## src/rtl/serial_bus_tx.sv

```systemverilog
// Initiator-side bus serializer: one parallel {address, data} request goes out
// as ADDR_WIDTH address beats and then DATA_WIDTH data beats, LSB first.
module serial_bus_tx #(
  parameter int ADDR_WIDTH = 16,
  parameter int DATA_WIDTH = 8
) (
  input  logic                  clk,
  input  logic                  rst,
  input  logic                  req_valid,
  input  logic [ADDR_WIDTH-1:0] req_addr,
  input  logic [DATA_WIDTH-1:0] req_data,
  output logic                  req_ready,
  input  logic                  bus_stall,
  output logic                  bus_data_out,
  output logic                  bus_data_out_valid,
  output logic                  bus_mode,
  output logic                  busy,
  output logic                  done
);

  localparam int MAX_W = (ADDR_WIDTH > DATA_WIDTH) ? ADDR_WIDTH : DATA_WIDTH;
  localparam int CNT_W = (MAX_W > 1) ? $clog2(MAX_W) : 1;

  // The counter only ever reaches the last beat index of a phase, so it never wraps.
  localparam logic [CNT_W-1:0] ADDR_LAST = CNT_W'(ADDR_WIDTH - 1);
  localparam logic [CNT_W-1:0] DATA_LAST = CNT_W'(DATA_WIDTH - 1);

  typedef enum logic [1:0] {
    S_IDLE,
    S_ADDR,
    S_DATA
  } state_t;

  state_t                  state;
  logic [ADDR_WIDTH-1:0]   addr_sh;
  logic [DATA_WIDTH-1:0]   data_sh;
  logic [CNT_W-1:0]        bit_cnt;

  // NOTE: all state below is updated with non-blocking assignments so every
  // register samples the pre-edge values of its neighbours, as real flops do.
  always_ff @(posedge clk) begin
    if (rst) begin
      state   <= S_IDLE;
      addr_sh <= '0;
      data_sh <= '0;
      bit_cnt <= '0;
      done    <= 1'b0;
    end else begin
      done <= 1'b0;
      unique case (state)
        S_IDLE: begin
          if (req_valid) begin
            addr_sh <= req_addr;
            data_sh <= req_data;
            bit_cnt <= '0;
            state   <= S_ADDR;
          end
        end
        S_ADDR: begin
          if (!bus_stall) begin
            addr_sh <= addr_sh >> 1;
            if (bit_cnt == ADDR_LAST) begin
              bit_cnt <= '0;
              state   <= S_DATA;
            end else begin
              bit_cnt <= bit_cnt + 1'b1;
            end
          end
        end
        S_DATA: begin
          if (!bus_stall) begin
            data_sh <= data_sh >> 1;
            if (bit_cnt == DATA_LAST) begin
              bit_cnt <= '0;
              state   <= S_IDLE;
              done    <= 1'b1;
            end else begin
              bit_cnt <= bit_cnt + 1'b1;
            end
          end
        end
        default: state <= S_IDLE;
      endcase
    end
  end

  // Everything except the beat-valid strobe decodes from registered state only.
  assign busy               = (state != S_IDLE);
  assign req_ready          = (state == S_IDLE);
  assign bus_mode           = (state == S_DATA);
  assign bus_data_out       = (state == S_ADDR) ? addr_sh[0] :
                              (state == S_DATA) ? data_sh[0] : 1'b0;
  assign bus_data_out_valid = busy && !bus_stall;

endmodule
```

## config.mk

```make
export PLATFORM = sky130hd
export DESIGN_NAME = serial_bus_tx
export DESIGN_NICKNAME = d
export VERILOG_FILES = /design/src/rtl/serial_bus_tx.sv
export SDC_FILE = /design/constraint.sdc
export NUM_CORES = 1
export LEC_CHECK = 0
export ABC_AREA = 1
export BUFFER_PORTS_ARGS = -buffer_cell sky130_fd_sc_hd__buf_2
export CAP_MARGIN = 20
export CORE_UTILIZATION = 45
export DETAILED_ROUTE_END_ITERATION = 16
export PLACE_DENSITY = 0.78
export REMOVE_ABC_BUFFERS = 1
export SLEW_MARGIN = 10
export SYNTH_ARGS = -nofsm -noshare
export SYNTH_HDL_FRONTEND = slang
export SYNTH_SLANG_ARGS = --single-unit
```

## constraint.sdc

```tcl
create_clock -name clk -period 1.45 [get_ports clk]
set_input_delay 0.29 -clock clk [delete_from_list [all_inputs] [get_ports clk]]
set_output_delay 0.29 -clock clk [all_outputs]
set_load 0.005 [all_outputs]
```

* Yosys cells after proc, flatten, opt, wreduce, memory -nomap -nowiden
Index checks and enable logic that the tools add are counted.
Word-level totals: flip-flop bits (word level) 31, input port bits 28, output and inout bits 6, logic and storage cells 49
Operators by class: $add $sub $neg 1, equal/unequal tests 9, multiplexer cells 21, bitwise gates (word level) 1, reduce and logical (&&, ||, !) cells 12
Operators by type and width (count):
- $mux 16 | 2
- $pmux 16 s2 | 1
- $mux 4 | 5
- $mux 8 | 2
- $pmux 8 s2 | 1
- $pmux 4 s3 | 1
- $mux 2 | 5
- $ne 2x2->1 const B | 4
- $pmux 2 s3 | 1
- $reduce_and 3->1 | 2
- $reduce_bool 2->1 | 3
- $reduce_and 5->1 | 1
- $add 4x1->4 const B | 1
- $eq 4x3->1 const B | 1
- $eq 4x4->1 const B | 1
- $reduce_and 4->1 | 1
- $mux 1 | 3
- $reduce_bool 3->1 | 1
- $reduce_or 3->1 | 1
- $eq 2x1->1 const B | 1
- $eq 2x2->1 const B | 1
- $logic_not 2->1 | 1
- $ne 2x1->1 const B | 1
- $logic_and 1x1->1 | 1
- other kinds (2) | 2

* Longest topological paths before layout
depth in word-level cells 4, mapped depth 10

* Worst setup path after synthesis
OpenSTA, ideal clock, no wires.
path type flip-flop to flip-flop, from register state[0], to register data_sh[0], library setup time 0.116 ns, data arrival time 1.331 ns, path slack 0.003 ns, stages on the path, launching flop included 9, path buffers 0, period minus slack after synthesis 1.447 ns, path through dfxtp_1 > inv_1 > ha_1 > nand2_1 > nand2_2 > a21oi_4 > inv_2 > nor2_1 > nor2_1
Between the ends: word-level cells in the longest chain between the ends 3
Ends and longest elaborated chain:
- start: declaration | line 34 | state_t state;
- start signal: assignment | line 43 | state <= S_IDLE;
- start signal: assignment | line 56 | state <= S_ADDR;
- start signal: assignment | line 64 | state <= S_DATA;
- $logic_not 2->1 (*)
- net req_ready | line 12 | output logic req_ready,
- $ne 2x2->1 (no source line) / $reduce_bool 2->1 (equally long branches)
- $reduce_and 3->1 (no source line)
- end signal: assignment | line 54 | data_sh <= req_data;
- end signal: assignment | line 72 | data_sh <= data_sh >> 1;
- end: declaration | line 36 | logic [DATA_WIDTH-1:0] data_sh;
The timed path passes the listed nets; every way through them passes the cells marked *. A chain may end at the register's enable or synchronous reset.

* Final worst setup path
from register state[0], to output bus_data_out
Between the ends: word-level cells in the longest chain between the ends 3
Ends and longest elaborated chain:
- $eq 2x2->1 | line 92 | (state == S_DATA) ? data_sh[0] : 1'b0;
- $mux 1 | line 92
- $mux 1 (*) | line 91 | assign bus_data_out = (state == S_ADDR) ? addr_sh[0] :
- end: declaration | line 14 | output logic bus_data_out,
Mark *: on every way between the ends. The rest lies on a longest branch, timed or not.

==> results.py <==
metrics = {
    "critical_path": {
        "crit_arrival_ns": 1.30,
        "max_stage_delay_ns": 0.35,
        "crit_family": "flip-flops",
        "worstSetupPathDepth": 6,
        "critPathKind": "reg -> out",
        "slowest_stage": "dfxtp_2",
        "endpoint_kind": "output pin",
        "cp_num_buf_inv": 3,
        "crit_chain": "buf_6 -> ha_4 -> inv_4 -> nand3_2 -> o21ai_2 -> buf_2",
        "required_ns": 1.16,
        "cp-start-kind": "flop",
        "crit_fanout": 4,
        "r2r_cells": 8,
    },
    "die": {
        "dieWidth_um": 61.9,
        "core-area_um2": 3390,
        "initial_utilization_pct": 47.7,
        "die_height_um": 61.9,
        "dieArea_um2": 3830,
        "num_io_pins": 34,
        "rows": 21,
    },
    "sta": {
        "skew_ns": 0.00685,
        "hold_viol": 0,
        "period_minus_slack_ns": 1.59,
        "fmax_ghz": 0.631,
        "finalCritPeriodShare_pct": 109,
        "maxSlewHeadroom_pct": 65.3,
        "fin_ws_ns": -0.135,
        "rsz0062_at_grt": "true",
        "worstMarginPinSlew_ns": 0.520,
        "setup_violations": 6,
        "drv_slew": 0,
    },
    "yosys": {
        "yosysWarnings": 0,
        "ys_seq_elements": 31,
        "syn_inst": 246,
        "avgSynthCellArea_um2": 6.57,
        "ys_types": 24,
        "synth_area_um2": 1620,
        "ys_seq_area_share_pct": 38.4,
    },
    "clock_network": {
        "ctsHoldBuffers": 0,
        "clk_latency_ns": 0.34,
        "ctsLongestPathBuffers": 2,
        "numCtsBuffers": 5,
        "cts_tree": "done",
        "clock-sinks": 31,
        "cts-root-buf": "clkbuf_4",
        "clkTransAtPathRegs_ns": 0.10,
        "cts.htree.levels": 2,
    },
    "routing": {
        "vias": 1664,
        "dr.pass1.iters": 4,
        "drc": 0,
        "vias_per_cell": 4.84,
        "drtIter0Drc": 72,
        "wl_per_cell_um": 11.6,
        "drt_wl_total_mm": 3.99,
        "postRouteAntennaNets": 0,
    },
    "power": {
        "leakagePower_nw": 1.06,
        "power.density_nw_per_um2": 1940,
        "ir_drop_mv": 0.934,
    },
    "place": {
        "place_congestion": 0.879,
        "io_buffers": 33,
        "dpl_worst_slack_ns": -0.0727,
        "dp_hpwl_mm": 2.49,
    },
    "run": {
        "drv_cap": 0,
    },
    "global_routing": {
        "grt_start_max_net_pins": 19,
        "antenna_found_initial": 0,
        "grt_pass1_vias": 1462,
        "grt_use_total_pct": 21.8,
        "overflow": 0,
        "grt_pass1_wl_mm": 6.10,
    },
    "worst_hold_path": {
        "min_path_type": "in -> reg",
        "min_path_cells": 3,
    },
    "cells_and_area": {
        "fin_nets": 330,
        "area_delta_synth_final_pct": 38.1,
        "postLayoutCoreUtil_pct": 65.8,
        "drive_gt1_share_pct": 34.9,
        "diodes": 0,
        "num-fill-cells": 293,
    },
    "status": {
        "status": "complete, but fails checks",
        "violations": "setup timing",
    },
}
## worst min-delay path, stage by stage
cell and delay (ns):
buf_2 0.10, nand3_1 0.06, a21oi_1 0.05
## synth_stat cells
library cell  count  area, um^2
inv_4             1        6.26
buf_4             1        7.51
a21oi_4           1        16.3
nor2_2            2        12.5
o21ai_0          11        55.1
o21ai_1           1        5.00
buf_2             6        30.0
clkbuf_1          1        3.75
nor2_1           21        78.8
a21oi_2           1        8.76
nor3_2            1        10.0
nand2_1         111         417
nand4_1           1        6.26
a21oi_1          21         105
nor4_1            1        6.26
ha_1              5        62.6
dfxtp_1          31         621
buf_6             3        33.8
nand3_4           1        17.5
inv_1            10        37.5
nand2_2           3        18.8
nand3_1           8        40.0
clkinv_2          1        5.00
inv_2             3        11.3
## timing repair
action / in CTS / in global routing
setup endpoints to repair: 19 / 35
pin swaps: 5 / 12
cloned: 0 / 1
setup buffers: 5 / 1
gates resized for setup: 24 / 45
## placed cells by master, fill, tap and decap left out, types with 2 or more instances in the layout
cell type  Yosys  final
buf_4          1     11
ha_1           5      2
inv_4          1      5
a21oi_1       21     17
dfxtp_1       31     29
clkbuf_4       0      5
a21oi_2        1      5
buf_6          3     14
nor2_1        21     20
inv_1         10      8
ha_4           0      3
nand2_2        3      5
o21ai_1        1      3
inv_2          3      2
o21ai_0       11      2
nand2_4        0      5
buf_2          6     29
clkbuf_8       0      2
o21ai_2        0      7
nor2_4         0      3
nand2_1      111    104
nand3_1        8      7
## worst paths after layout
kind                              startpoint           end  slack (ns)
worst max register to register      state[0]   addr_sh[13]           0
worst min-delay path            req_addr[15]   addr_sh[15]        0.20
worst min register to register   addr_sh[13]   addr_sh[13]        0.46
worst max-delay path                state[0]  bus_data_out       -0.14
## registers in the layout (all words and copies together) (netlist names)
signal   flops
addr_sh     16
data_sh      8
bit_cnt      4
state        2
done         1
## metrics by stage
step | hold WS, ns | std cells | power (mW) | setup TNS, ns | area [um^2]
6_report | 0.203 | 344 | 4.34 | -0.301 | 2230
3_5_place_dp | 0.443 | 331 | 3.05 | -0.408 | 1890
2_1_floorplan | 0.359 | 235 | 2.36 | -3.45 | 1540
4_1_cts | 0.164 | 343 | 3.92 | -0.275 | 2090
5_1_grt | 0.202 | 344 | 4.66 | -1.30 | 2230
3_3_place_gp | 0.439 | 331 | 3.00 | -0.0142 | 1890
## layout make-up
cell class / count / area, um^2 / area share (%)
Multi-Input combinational cell: 189 / 1010 / 45.3
Sequential cell: 31 / 626 / 28.0
Timing Repair Buffer: 54 / 385 / 17.3
Inverter: 15 / 73.8 / 3.31
Clock buffer: 7 / 65.1 / 2.92
Tap cell: 46 / 57.6 / 2.58
Clock inverter: 1 / 7.51 / 0.337
Timing Repair inverter: 1 / 6.26 / 0.280
## per-layer routing
metal	GRT usage [%]	vias to the layer above	wire length, um
met1	27.2	751	1800
met5	0	-	0
met3	6.21	7	151
met4	9.21	0	67
met2	35.3	36	1960
li1	-	870	-
## power by group
group	switching [mW]	internal, mW
Clock	0.314	0.283
Sequential	0.162	1.13
Combinational	1.37	1.08
## logic make-up after synthesis
kind of cell    Yosys count  share of synthesized area (%)
compound gates           35                           11.8
fa+ha+maj                 5                           3.87
buf+inv                  26                           8.37
flops                    31                           38.4
simple gates            149                           37.6
Power figures use the tool's default switching activity.
